File: src/rtl/majority_voter_tmr_if.sv
// Bundle of the three redundant copies, the sampling controls and all
// voter results, shared between the voter and whatever drives it.
interface majority_voter_tmr_if #(
  parameter int WIDTH = 1,
  parameter int CNT_W = 8
);
  logic [WIDTH-1:0] A;
  logic [WIDTH-1:0] B;
  logic [WIDTH-1:0] C;
  logic             en;
  logic             clr;
  logic [WIDTH-1:0] OUT;
  logic             err_a;
  logic             err_b;
  logic             err_c;
  logic             multi_fault;
  logic             sticky_fault;
  logic [CNT_W-1:0] cnt_a;
  logic [CNT_W-1:0] cnt_b;
  logic [CNT_W-1:0] cnt_c;

  // The driver of the redundant copies and controls
  modport master (
    output A, B, C, en, clr,
    input  OUT, err_a, err_b, err_c, multi_fault, sticky_fault,
    input  cnt_a, cnt_b, cnt_c
  );

  // The voter itself
  modport slave (
    input  A, B, C, en, clr,
    output OUT, err_a, err_b, err_c, multi_fault, sticky_fault,
    output cnt_a, cnt_b, cnt_c
  );
endinterface

File: src/rtl/majority_voter_tmr.sv
// Bitwise 2-of-3 voter with per-copy fault flags, a multi-copy fault flag,
// a sticky fault flag and saturating per-copy fault counters.
// The voted word is combinational; all bookkeeping is registered.
module majority_voter_tmr #(
  parameter int WIDTH = 1,
  parameter int CNT_W = 8
) (
  input logic               clk,
  input logic               rst_n,
  majority_voter_tmr_if.slave bus
);

  localparam logic [CNT_W-1:0] CNT_MAX = '1;

  logic [WIDTH-1:0] voted;
  logic             da;
  logic             db;
  logic             dc;
  logic             multi_now;

  logic             err_a_q;
  logic             err_b_q;
  logic             err_c_q;
  logic             multi_q;
  logic             sticky_q;
  logic [CNT_W-1:0] cnt_a_q;
  logic [CNT_W-1:0] cnt_b_q;
  logic [CNT_W-1:0] cnt_c_q;

  // Majority per bit, and which copies disagree with it anywhere in the word
  always_comb begin
    voted     = (bus.A & bus.B) | (bus.A & bus.C) | (bus.B & bus.C);
    da        = |(bus.A ^ voted);
    db        = |(bus.B ^ voted);
    dc        = |(bus.C ^ voted);
    multi_now = (da & db) | (da & dc) | (db & dc);
  end

  // Fault flags: clear wins over sampling, and disabled cycles hold
  always_ff @(posedge clk or negedge rst_n) begin
    if (!rst_n) begin
      err_a_q  <= 1'b0;
      err_b_q  <= 1'b0;
      err_c_q  <= 1'b0;
      multi_q  <= 1'b0;
      sticky_q <= 1'b0;
    end else if (bus.clr) begin
      err_a_q  <= 1'b0;
      err_b_q  <= 1'b0;
      err_c_q  <= 1'b0;
      multi_q  <= 1'b0;
      sticky_q <= 1'b0;
    end else if (bus.en) begin
      err_a_q  <= da;
      err_b_q  <= db;
      err_c_q  <= dc;
      multi_q  <= multi_now;
      sticky_q <= sticky_q | da | db | dc;
    end
  end

  // Per-copy fault counters that stop at all-ones instead of wrapping
  always_ff @(posedge clk or negedge rst_n) begin
    if (!rst_n) begin
      cnt_a_q <= '0;
      cnt_b_q <= '0;
      cnt_c_q <= '0;
    end else if (bus.clr) begin
      cnt_a_q <= '0;
      cnt_b_q <= '0;
      cnt_c_q <= '0;
    end else if (bus.en) begin
      if (da && (cnt_a_q != CNT_MAX)) cnt_a_q <= cnt_a_q + 1'b1;
      if (db && (cnt_b_q != CNT_MAX)) cnt_b_q <= cnt_b_q + 1'b1;
      if (dc && (cnt_c_q != CNT_MAX)) cnt_c_q <= cnt_c_q + 1'b1;
    end
  end

  assign bus.OUT          = voted;
  assign bus.err_a        = err_a_q;
  assign bus.err_b        = err_b_q;
  assign bus.err_c        = err_c_q;
  assign bus.multi_fault  = multi_q;
  assign bus.sticky_fault = sticky_q;
  assign bus.cnt_a        = cnt_a_q;
  assign bus.cnt_b        = cnt_b_q;
  assign bus.cnt_c        = cnt_c_q;

endmodule

File: src/flat_wrapper.sv
// flat-port wrapper written by rule: the top's interface ports become plain ports
module majority_voter_tmr_flat 
#(
  parameter int WIDTH = 1,
  parameter int CNT_W = 8
)
  (clk, rst_n, bus_A, bus_B, bus_C, bus_en, bus_clr, bus_OUT, bus_err_a, bus_err_b, bus_err_c, bus_multi_fault, bus_sticky_fault, bus_cnt_a, bus_cnt_b, bus_cnt_c);
  majority_voter_tmr_if #(.WIDTH(WIDTH), .CNT_W(CNT_W)) bus_i ();
  input logic clk;
  input logic rst_n;
  input wire logic [$bits(bus_i.A)-1:0] bus_A;
  input wire logic [$bits(bus_i.B)-1:0] bus_B;
  input wire logic [$bits(bus_i.C)-1:0] bus_C;
  input wire logic [$bits(bus_i.en)-1:0] bus_en;
  input wire logic [$bits(bus_i.clr)-1:0] bus_clr;
  output wire logic [$bits(bus_i.OUT)-1:0] bus_OUT;
  output wire logic [$bits(bus_i.err_a)-1:0] bus_err_a;
  output wire logic [$bits(bus_i.err_b)-1:0] bus_err_b;
  output wire logic [$bits(bus_i.err_c)-1:0] bus_err_c;
  output wire logic [$bits(bus_i.multi_fault)-1:0] bus_multi_fault;
  output wire logic [$bits(bus_i.sticky_fault)-1:0] bus_sticky_fault;
  output wire logic [$bits(bus_i.cnt_a)-1:0] bus_cnt_a;
  output wire logic [$bits(bus_i.cnt_b)-1:0] bus_cnt_b;
  output wire logic [$bits(bus_i.cnt_c)-1:0] bus_cnt_c;
  assign bus_i.A = bus_A;
  assign bus_i.B = bus_B;
  assign bus_i.C = bus_C;
  assign bus_i.en = bus_en;
  assign bus_i.clr = bus_clr;
  assign bus_OUT = bus_i.OUT;
  assign bus_err_a = bus_i.err_a;
  assign bus_err_b = bus_i.err_b;
  assign bus_err_c = bus_i.err_c;
  assign bus_multi_fault = bus_i.multi_fault;
  assign bus_sticky_fault = bus_i.sticky_fault;
  assign bus_cnt_a = bus_i.cnt_a;
  assign bus_cnt_b = bus_i.cnt_b;
  assign bus_cnt_c = bus_i.cnt_c;
  majority_voter_tmr #(.WIDTH(WIDTH), .CNT_W(CNT_W)) u_core (.clk(clk), .rst_n(rst_n), .bus(bus_i));
endmodule
File: config.mk
export PLATFORM = sky130hd
export DESIGN_NAME = majority_voter_tmr_flat
export DESIGN_NICKNAME = d
export VERILOG_FILES = /design/src/rtl/majority_voter_tmr_if.sv /design/src/rtl/majority_voter_tmr.sv /design/src/flat_wrapper.sv
export SDC_FILE = /design/constraint.sdc
export NUM_CORES = 1
export LEC_CHECK = 0
export BUFFER_PORTS_ARGS = -buffer_cell sky130_fd_sc_hd__clkbuf_2
export CAP_MARGIN = 20
export CORE_AREA = 2 2 65 67
export CTS_BUF_LIST = sky130_fd_sc_hd__clkbuf_2
export DETAILED_ROUTE_END_ITERATION = 8
export DIE_AREA = 0 0 67 69
export GPL_TIMING_DRIVEN = 0
export PLACE_DENSITY = 0.76
export SLEW_MARGIN = 20
export SYNTH_ARGS = -nofsm -noshare
export SYNTH_HDL_FRONTEND = slang
export SYNTH_SLANG_ARGS = --single-unit
File: constraint.sdc
create_clock -name clk -period 1.7 [get_ports clk]
set_input_delay 0.34 -clock clk [delete_from_list [all_inputs] [get_ports clk]]
set_output_delay 0.34 -clock clk [all_outputs]
set_load 0.05 [all_outputs]
======== Yosys cells after proc, flatten, opt, wreduce, memory -nomap -nowiden ========
Index checks and enable logic that the tools add are counted.
word-level totals
  register bits after elaboration ......... 29
  word-level logic and storage cells ...... 59
cells by class
  add/sub/neg operators ................... 3
  equality and inequality tests ........... 3
  mux-type cells .......................... 19
  bitwise operators ....................... 16
  reduce and logical (&&, ||, !) cells .... 10
operators with widths
  kind                 number
  $mux 8               9
  $add 8x1->8 const B  3
  $ne 8x8->1 const B   3
  $mux 1               10
  $reduce_bool 2->1    4
  $or 1x1->1           7
  $and 1x1->1          6
  $reduce_and 2->1     3
  $logic_and 1x1->1    3
  $xor 1x1->1          3

======== Longest topological paths before layout ========
Gate-level depths: netlist of the first run.
  depth after elaboration ................. 9
  mapped depth ............................ 6
  gate-level depth less buffers ........... 5

======== Least setup slack after synthesis of the first run ========
Ideal clock, no wire load.
  path type ............................... flip-flop to flip-flop
  start point ............................. reg u_core.cnt_a_q[0] (netlist: u_core.bus.cnt_a[0])
  end point ............................... reg u_core.cnt_a_q[4] (netlist: u_core.bus.cnt_a[4])
  library setup time ...................... 0.125 ns
  data arrival time ....................... 1.702 ns
  path slack .............................. -0.127 ns
  stages on the path, launching flop included .. 6
  path buffers ............................ 0
  cells stage by stage .................... dfrtp_1 ha_1 nand3_1 nor2_1 nor4b_1 mux2_2
on the way
  cells in the longest elaborated chain, start to end .. 4
  elaborated cells on any way between the ends .. 8
RTL lines
  item                                         line                      text
  start, declared                              majority_voter_tmr.sv:26  logic [CNT_W-1:0] cnt_a_q;
  start signal, assigned                       majority_voter_tmr.sv:73  if (da && (cnt_a_q != CNT_MAX)) cnt_a_q <= cnt_a_q + 1'b1;
  $add 8x1->8 or $ne 8x8->1 (tied branches)    majority_voter_tmr.sv:73
  $mux 8 or $logic_and 1x1->1 (tied branches)  majority_voter_tmr.sv:73
  $mux 8 or $reduce_bool 2->1 (tied branches)  n/a
  $mux 8 or $reduce_and 2->1 (tied branches)   n/a
Parallel ways exist; a longest one is shown, timed or not. The select of a mux whose other input is x is not followed.
A chain may end at the register's enable or synchronous reset.

======== Worst setup path in the final report of the first run ========
  start point ............................. reg u_core.cnt_c_q[0] (netlist: u_core.bus.cnt_c[0])
  end point ............................... out bus_cnt_c[0]
RTL lines
  item                    line                      text
  start, declared         majority_voter_tmr.sv:28  logic [CNT_W-1:0] cnt_c_q;
  start signal, assigned  majority_voter_tmr.sv:75  if (dc && (cnt_c_q != CNT_MAX)) cnt_c_q <= cnt_c_q + 1'b1;
  end, declared           flat_wrapper.sv:24        output wire logic [$bits(bus_i.cnt_c)-1:0] bus_cnt_c;
No word-level cell between the ends.

==> results.toml, run 1 <==
[yosys]
yosysSeqAreaShare_pct = 44.48
ys_async_sr_fraction_pct = 100.0
synth_nets = 181
synth_area_um2 = 1632
synth_warnings = 0
synth-main-ff-cell = "dfrtp_1"
netlist-cell-type-count = 39
synth_area_per_cell_um2 = 9.541
synth-edff-count = 0
ys_seq_elements = 29
synth_cells = 171

[route]
drc = 0
wl_mm = 3.937
drtIter0Drc = 86
vias = 1504
ant_nets = 0
vias_per_cell = 5.612
drt-pass1-iter-count = 4
wl_per_cell_um = 14.69

[sta]
fmax_ghz = 0.6048
worst_pin_slew_ns = 0.7359
fin_skew_ns = 0.01469
period_share_pct = 97.26
drv_slew = 0
fin_tns_setup_ns = 0
finalSetupViolCount = 0
min_period_ns = 1.654
whs_ns = -0.008744
slew_headroom_pct = 50.94
hold_viol = 22

[critical_path]
timing.critical_path.mode_cell = "buf_4"
max_stage_delay_ns = 0.47
critPathArrivalTime_ns = 1.31
endpoint_kind = "output port"
criticalPathCategory = "reg -> out"
cp_slowest_cell = "dfrtp_2"
crit_path_cell_trace = "buf_4 -> buf_4 -> buf_2"
reg2reg_depth = 4
critical_path_required_ns = 1.36
setup.worst_path.start_class = "register"
critical_path.max_fanout = 4

[finish]
diodes = 0
n_fill_cell = 381
layout-drive-gt1-share_pct = 34.86
fin_nets = 227
final_cells = 268
fin_util_pct = 51.05
final_cell_mix = "clkbuf_2 (39), dfrtp_1 (20), a21oi_1 (17)"
layout_commonest_cell = "clkbuf_2"
syn2layout_area_growth_pct = 22.47

[placed_design]
port_buffers = 34
gp_congestion = 0.8536
dp_hpwl_mm = 2.698
dp_cells = 255

[clock_tree]
clk_pin_slew_worst_paths_ns = 0.17
cts_buffer_depth = 2
clk-insertion-delay-late_ns = 0.37
clock_sinks = 29
cts_tree = "yes"
cts-root-buf = "clkbuf_2"
cts_hold_buf = 0
htree_levels = 2
cts_made_buffers = 5

[grt]
grt_first_pass_wirelength_mm = 6.548
grt_max_degree = 30
antenna_found_initial = 0
grt-ovfl-total = 0
track_usage_pct = 17.94
grt_pass1_vias = 1389

[pwr]
ir_worst_vdd_mv = 0.3200
p_per_area_nw_per_um2 = 630.1
cellLeakagePower_nw = 0.8520

[outcome]
violations = "negative hold slack"
status = "finished, violations left"

[die]
die_w_um = 67
core_um2 = 3914
dieArea_um2 = 4623
row_count = 23
initial_core_util_pct = 41.69
fp.dieH_um = 69
io_pins = 37

[worst_hold_path]
hold_class = "in -> async"

[run]
maxCapViolCount = 0
-- cell usage after synthesis (5+ instances only) --
master,n,area share [%]
dfrtp_1,29,44
a21oi_1,18,5.5
nor2_1,12,2.8
nand3_1,11,3.4
nand2b_1,8,3.1
or3_1,7,2.7
nor2b_1,6,2.3
o21ai_0,6,1.8
o31ai_1,6,2.8
and3_1,5,1.9
mux2_2,5,3.5
or4_1,5,2.3
-- routing by layer --
layer,wire length [um],global-route usage (%),share of wire (%)
met5,0,0,0
met4,34,5.442,0.86
met2,1922,27.61,49
met1,1764,25.18,45
met3,216,3.589,5.5
-- worst max-delay path, delay by kind of cell (launching register included) --
family / cells / cell delay (ns)
flip-flops: 1 / 0.47
buffers and inverters: 3 / 0.48
-- logic make-up (layout without fill, tap and decap cells) --
kind of cell / Yosys count / count (layout) / synth area share, %
AOI/OAI and AO/OA: 42 / 42 / 16.18
adders and majority gates: 3 / 3 / 2.301
buffers and inverters: 9 / 56 / 2.453
DFF: 29 / 29 / 44.48
muxes: 7 / 7 / 4.678
and+or+nand+nor: 81 / 81 / 29.91
-- worst paths after layout --
| kind | from | end | slack [ns] |
|---|---|---|---|
| min in group clk | bus_en | u_core.bus.multi_fault$_DFFE_PN0P_ | 0.25 |
| max reg2reg | u_core.bus.cnt_b[3]$_DFFE_PN0P_ | u_core.bus.cnt_b[0]$_DFFE_PN0P_ | 0.08 |
| max | u_core.bus.cnt_c[0]$_DFFE_PN0P_ | bus_cnt_c[0] | 0.05 |
| min reg2reg | u_core.bus.sticky_fault$_DFFE_PN0P_ | u_core.bus.sticky_fault$_DFFE_PN0P_ | 0.53 |
| min | rst_n | u_core.bus.cnt_a[6]$_DFFE_PN0P_ | -0.009 |
| max in group asynchronous | rst_n | u_core.bus.cnt_b[0]$_DFFE_PN0P_ | 1.18 |
-- state kept, by name, summed over array words and instances, names as in the netlist --
register	count
u_core.bus.sticky_fault	1
u_core.bus.err_c	1
u_core.bus.multi_fault	1
u_core.bus.err_b	1
u_core.bus.err_a	1
u_core.bus.cnt_c	8
u_core.bus.cnt_b	8
u_core.bus.cnt_a	8
-- power by group --
group,total (W),internal [W],switching (W)
logic,0.000189,0.0000548,0.000134
registers,0.000715,0.000703,0.0000115
clock network,0.000355,0.0000900,0.000266
total,0.00126,0.000848,0.000411
-- through the flow --
stage          instance area, um^2  worst slack, ns  power [W]
2_1_floorplan                 1643          -0.1023  0.0008444
6_report                      1998          0.04650   0.001259
4_1_cts                       1919         0.007159   0.001255
3_3_place_gp                  1876          -0.2188  0.0009003
3_5_place_dp                  1876          -0.2756  0.0009035
5_1_grt                       1998        -0.001672   0.001307
-- area by class of cell --
type | instances | area [um^2] | share of cell area (%)
tap | 50 | 62.56 | 3.131
multi-input combinational | 133 | 912.1 | 45.65
clock buffer | 5 | 25.02 | 1.252
sequential | 29 | 737.0 | 36.88
timing repair buffer | 39 | 207.7 | 10.39
clock inverter | 3 | 12.51 | 0.6262
buffer | 8 | 37.54 | 1.879
inverter | 1 | 3.754 | 0.1879
-- repair_timing --
item / CTS / global route
pin swaps: 0 / 1
endpoints found under the setup margin: 1 / 9
buffers inserted: 0 / 5
resized for setup: 1 / 11
Note: power is estimated with default switching activity, not from simulation.
==> run 2: changes to the inputs <==
ABC_AREA = 1   (was not set)
CORE_AREA = 5 5 73 75   (was 2 2 65 67)
DIE_AREA = 0 0 78 80   (was 0 0 67 69)
PLACE_DENSITY = 0.75   (was 0.76)
==> run 2 against run 1 <==
  * The run now ends clean
  * Utilization decreased by 4.1 points
  * Critical path depth shrank 2
  * Setup slack improved by 0.11 ns
  * Design area grew 8.0%
  * Highest routed layer unchanged
  * Critical path type unchanged
==> results.toml, run 2 <==
[route]
drc = 0
vias = 1817
vias_per_cell = 4.978
wl_mm = 4.401
drtIter0Drc = 129
ant_nets = 0
drt-pass1-iter-count = 4
wl_per_cell_um = 12.06

[finish]
final_cell_mix = "nand2_1 (95), nand3_1 (45), clkbuf_2 (40)"
syn2layout_area_growth_pct = 14.47
layout_commonest_cell = "nand2_1"
layout-drive-gt1-share_pct = 19.29
diodes = 0
fin_nets = 322
final_cells = 365

[sta]
fin_tns_setup_ns = 0
period_share_pct = 90.98
worst_pin_slew_ns = 0.7399
drv_slew = 0
fmax_ghz = 0.6465
finalSetupViolCount = 0
slew_headroom_pct = 50.67
min_period_ns = 1.547
fin_skew_ns = 0.01798
hold_viol = 0
rsz0062_at_grt = "no"

[die]
row_count = 25
die_w_um = 78
core_um2 = 4598
initial_core_util_pct = 41.01
dieArea_um2 = 6240
fp.dieH_um = 80
io_pins = 37

[clock_tree]
cts_buffer_depth = 2
cts_made_buffers = 5
cts_tree = "yes"
cts_setup_buffers = 0
cts_resized = 0
cts-root-buf = "clkbuf_2"
clock_sinks = 29
cts_hold_buf = 0
clk-insertion-delay-late_ns = 0.36
htree_levels = 2
clk_pin_slew_worst_paths_ns = 0.16

[critical_path]
crit_path_cell_trace = "clkbuf_2"
critPathArrivalTime_ns = 1.21
cp_slowest_cell = "dfrtp_1"
worst_path_dominant_cell_family = "flip-flops"
reg2reg_depth = 8
ff2ff_setup_slack_ns = 0.18
cp_num_buf_inv = 1
critical_path_required_ns = 1.36
critical_path.max_fanout = 6
max_stage_delay_ns = 0.52
endpoint_kind = "output port"
setup.worst_path.start_class = "register"
criticalPathCategory = "reg -> out"
cp_num_cells = 1

[yosys]
synth_area_per_cell_um2 = 6.984
synth_cells = 270
synthTopCellsByArea = "dfrtp_1 (38%), nand2_1 (19%), nand3_1 (12%)"
synth_most_common_cell = "nand2_1"
ys_seq_elements = 29
synth_top_family_by_area = "simple AND/OR/NAND/NOR gates"
synth_warnings = 0
synth-edff-count = 0
yosys.area.top_type_share_pct = 38.49
synth-main-ff-cell = "dfrtp_1"
synth_nets = 280
yosysSeqAreaShare_pct = 38.49
netlist-cell-type-count = 25
synth_xor_area_share_pct = 3.251
ys_async_sr_fraction_pct = 100.0
synthSimpleGateAreaFrac_pct = 47.78
synth_common_cells = "nand2_1 (95), nand3_1 (45), nor2_1 (39)"
synth_area_um2 = 1886
synth_mux_area_share_pct = 0
synth_compound_area_share_pct = 2.920
synthAdderAreaFrac_pct = 1.991
synth_top_area_cell = "dfrtp_1"

[grt]
grt_first_pass_wirelength_mm = 7.886
antenna_found_initial = 0
grt_pass1_vias = 1751
grt-ovfl-total = 0
track_usage_pct = 15.53
grt_max_degree = 30

[run]
maxCapViolCount = 0

[placed_design]
port_buffers = 35
gp_congestion = 0.8266
dp_cells = 359
dp_hpwl_mm = 3.250

[pwr]
cellLeakagePower_nw = 1.076
p_per_area_nw_per_um2 = 591.0
total_power_w = 0.001275
ir_worst_vdd_mv = 0.2156

[worst_hold_path]
hold_class = "in -> async"

[outcome]
status = "finished, final reports clean"
==> run 2: cell count changes after synthesis, sizes merged, moves of 8 or more <==
cell	previous run	this run
nand2b	8	0
a21oi	18	2
inv	1	19
nor2	12	42
nand2	4	101
nand3	11	48
==> run 2: area by class of cell <==
cell class	count	area [um^2]
clock buffer	5	25.02
multi-input combinational	216	1055
buffer	6	31.28
fill	472	2440
clock inverter	1	5.005
inverter	19	73.82
tap	54	67.56
timing repair buffer	35	175.2
sequential	29	725.7
==> run 2: where the power goes <==
part           leakage [nW]  switching [W]  internal (W)
Combinational         0.651       0.000178     0.0000530
Sequential            0.400      0.0000178      0.000705
Clock                0.0247       0.000238     0.0000839
Total                  1.08       0.000434      0.000842
==> run 2: cells by family after synthesis <==
group,count (synthesis)
compound gates,9
xor+xnor,7
fa+ha+maj,3
buf+inv,25
flops,29
simple gates,197
==> run 2: worst paths after layout <==
path	from	end
max	u_core.bus.cnt_b[2]$_DFFE_PN0P_	bus_cnt_b[2]
min reg2reg	u_core.bus.multi_fault$_DFFE_PN0P_	u_core.bus.multi_fault$_DFFE_PN0P_
max reg2reg	u_core.bus.cnt_b[0]$_DFFE_PN0P_	u_core.bus.cnt_b[5]$_DFFE_PN0P_
min in group clk	bus_clr	u_core.bus.cnt_b[2]$_DFFE_PN0P_
min	rst_n	u_core.bus.err_b$_DFFE_PN0P_
max in group asynchronous	rst_n	u_core.bus.cnt_c[7]$_DFFE_PN0P_
==> run 2: through the flow <==
step | instance area [um^2] | utilization [%] | setup WS (ns) | hold WS (ns)
after CTS | 2158 | 46.94 | 0.1415 | 0.02731
after floorplan | 1886 | - | 0.02328 | 0.04441
after global placement | 2128 | 46.29 | 0.2320 | 0.4345
after detailed placement | 2128 | 46.29 | 0.2050 | 0.4435
after global routing | 2158 | 46.94 | 0.02455 | 0.03189
final | 2158 | 46.94 | 0.1533 | 0.008878
==> run 2: layer usage <==
metal,vias to the layer above,track usage [%],share of wire [%]
li1,949,-,-
met4,0,5.574,1.5
met1,825,18.85,45
met2,35,26.21,48
met3,8,4.289,5.0
met5,-,0,0
==> run 3: changes to the inputs <==
GPL_TIMING_DRIVEN = not set   (was 0)
==> run 3 against run 2 <==
  * Hold slack improved by 0.32 ns
  * Non-clock buffer count stayed put
  * Sequential power about the same
  * Sequential cell count unchanged
  * Power is 0.27% lower
  * Design area rose by 1.4%
  * Clock-buffer cell count rose by 1
  * Via count shrank 0.72%
  * Critical path type unchanged
  * Critical endpoint is now bus_cnt_a[2]
  * Highest routed layer unchanged
==> results.toml, run 3 (synthesized netlist as in run 2, its figures left out) <==
[outcome]
status = "finished, final reports clean"

[route]
wl_per_cell_um = 11.59
drtIter0Drc = 154
wl_mm = 4.241
drt-pass1-iter-count = 4
drc = 0
vias_per_cell = 4.929
vias = 1804
ant_nets = 0

[clock_tree]
cts_tree = "yes"
htree_levels = 2
cts-root-buf = "clkbuf_2"
clk-insertion-delay-late_ns = 0.34
cts_made_buffers = 5
cts_resized = 0
clk_pin_slew_worst_paths_ns = 0.13
clock_sinks = 29
cts_buffer_depth = 2

[worst_hold_path]
hold_class = "in -> reg"

[pwr]
ir_worst_vdd_mv = 0.2369
p_per_area_nw_per_um2 = 581.2
cellLeakagePower_nw = 1.093

[critical_path]
endpoint_kind = "output port"
worst_path_dominant_cell_family = "flip-flops"
critPathArrivalTime_ns = 1.18
critical_path_required_ns = 1.36
max_stage_delay_ns = 0.51
cp_num_buf_inv = 1
criticalPathCategory = "reg -> out"
cp_slowest_cell = "dfrtp_1"
setup.worst_path.start_class = "register"
critical_path.max_fanout = 8
crit_path_cell_trace = "clkbuf_2"

[sta]
hold_viol = 0
finalSetupViolCount = 0
min_period_ns = 1.519
rsz0062_at_grt = "no"
slew_headroom_pct = 81.04
drv_slew = 0
fin_tns_setup_ns = 0
setup_ws_ns = 0.1806
fin_skew_ns = 0.006587
period_share_pct = 89.37
fmax_ghz = 0.6582
worst_pin_slew_ns = 0.2856

[grt]
track_usage_pct = 14.35
grt_first_pass_wirelength_mm = 7.355
antenna_found_initial = 0
grt-ovfl-total = 0
grt_max_degree = 30
grt_pass1_vias = 1673

[die]
io_pins = 37
die_w_um = 78
fp.dieH_um = 80
initial_core_util_pct = 41.01
row_count = 25
dieArea_um2 = 6240
core_um2 = 4598

[placed_design]
dp_slack_ns = 0.2121
dp_hpwl_mm = 3.115
gp_congestion = 0.8035
port_buffers = 36

[finish]
layout_commonest_cell = "nand2_1"
diodes = 0
layout-drive-gt1-share_pct = 19.87
final_cell_mix = "nand2_1 (95), nand3_1 (45), clkbuf_2 (42)"
syn2layout_area_growth_pct = 16.06
fin_nets = 322

[run]
maxCapViolCount = 0
==> run 3: changes by cell type in the layout (fill, tap and decap cells not counted), sizes merged <==
cell | before | now
clkbuf | 43 | 42
dlygate4sd3 | 0 | 1
buf | 3 | 4
==> run 3: per-stage QoR <==
step / power (W) / hold WS, ns / util [%] / cell area, um^2 / std cells
after floorplan: 0.0008942 / 0.04441 / - / 1886 / 270
after global placement: 0.0009676 / 0.3034 / 46.64 / 2145 / 358
after detailed placement: 0.0009710 / 0.3053 / 46.64 / 2145 / 358
after CTS: 0.001291 / 0.3047 / 47.59 / 2188 / 366
after global routing: 0.001352 / 0.3253 / 47.59 / 2188 / 366
final: 0.001272 / 0.3280 / 47.59 / 2188 / 366
==> run 3: final cells by class <==
class | count | area, um^2
fillers | 475 | 2410
multi-input cells | 216 | 1055
flip-flops and latches | 29 | 725.7
repair buffers | 41 | 232.7
inverters | 19 | 73.82
well taps | 54 | 67.56
clock buffers | 6 | 30.03
clock inverters | 1 | 3.754
==> run 3: final timing paths <==
path,from,to,slack (ns),depth (start not counted)
worst max-delay path,u_core.bus.cnt_a[2]$_DFFE_PN0P_,bus_cnt_a[2],0.18,1
worst min-delay path,bus_clr,u_core.bus.multi_fault$_DFFE_PN0P_,0.33,4
worst max register to register,u_core.bus.cnt_b[0]$_DFFE_PN0P_,u_core.bus.cnt_b[5]$_DFFE_PN0P_,0.22,8
worst min register to register,u_core.bus.multi_fault$_DFFE_PN0P_,u_core.bus.multi_fault$_DFFE_PN0P_,0.51,2
max in group asynchronous,rst_n,u_core.bus.cnt_a[3]$_DFFE_PN0P_,1.08,3
min in group asynchronous,rst_n,u_core.bus.err_b$_DFFE_PN0P_,0.47,3
==> run 3: where the power goes <==
group,switching [W],leakage (nW),internal [W]
sequential,0.0000185,0.400,0.000705
combinational,0.000174,0.666,0.0000593
clock,0.000219,0.0265,0.0000961
total,0.000412,1.09,0.000860
==> run 3: timing repair <==
action	4_1_cts	5_1_grt
buffers inserted	0	0
hold buffers	1	0
hold endpoints to repair	29	0
==> run 3: tightest hold or removal path: stages <==
cell and delay [ns]:
clkbuf_2 0.10, inv_2 0.07, nand2_8 0.08, nor2_1 0.04
==> run 3: per-layer routing <==
metal	GRT usage [%]	part of all wire (%)	vias up
li1	-	-	946
met2	22.04	48	36
met4	6.588	1.4	0
met3	4.289	5.2	6
met5	0	0	-
met1	18.47	45	816
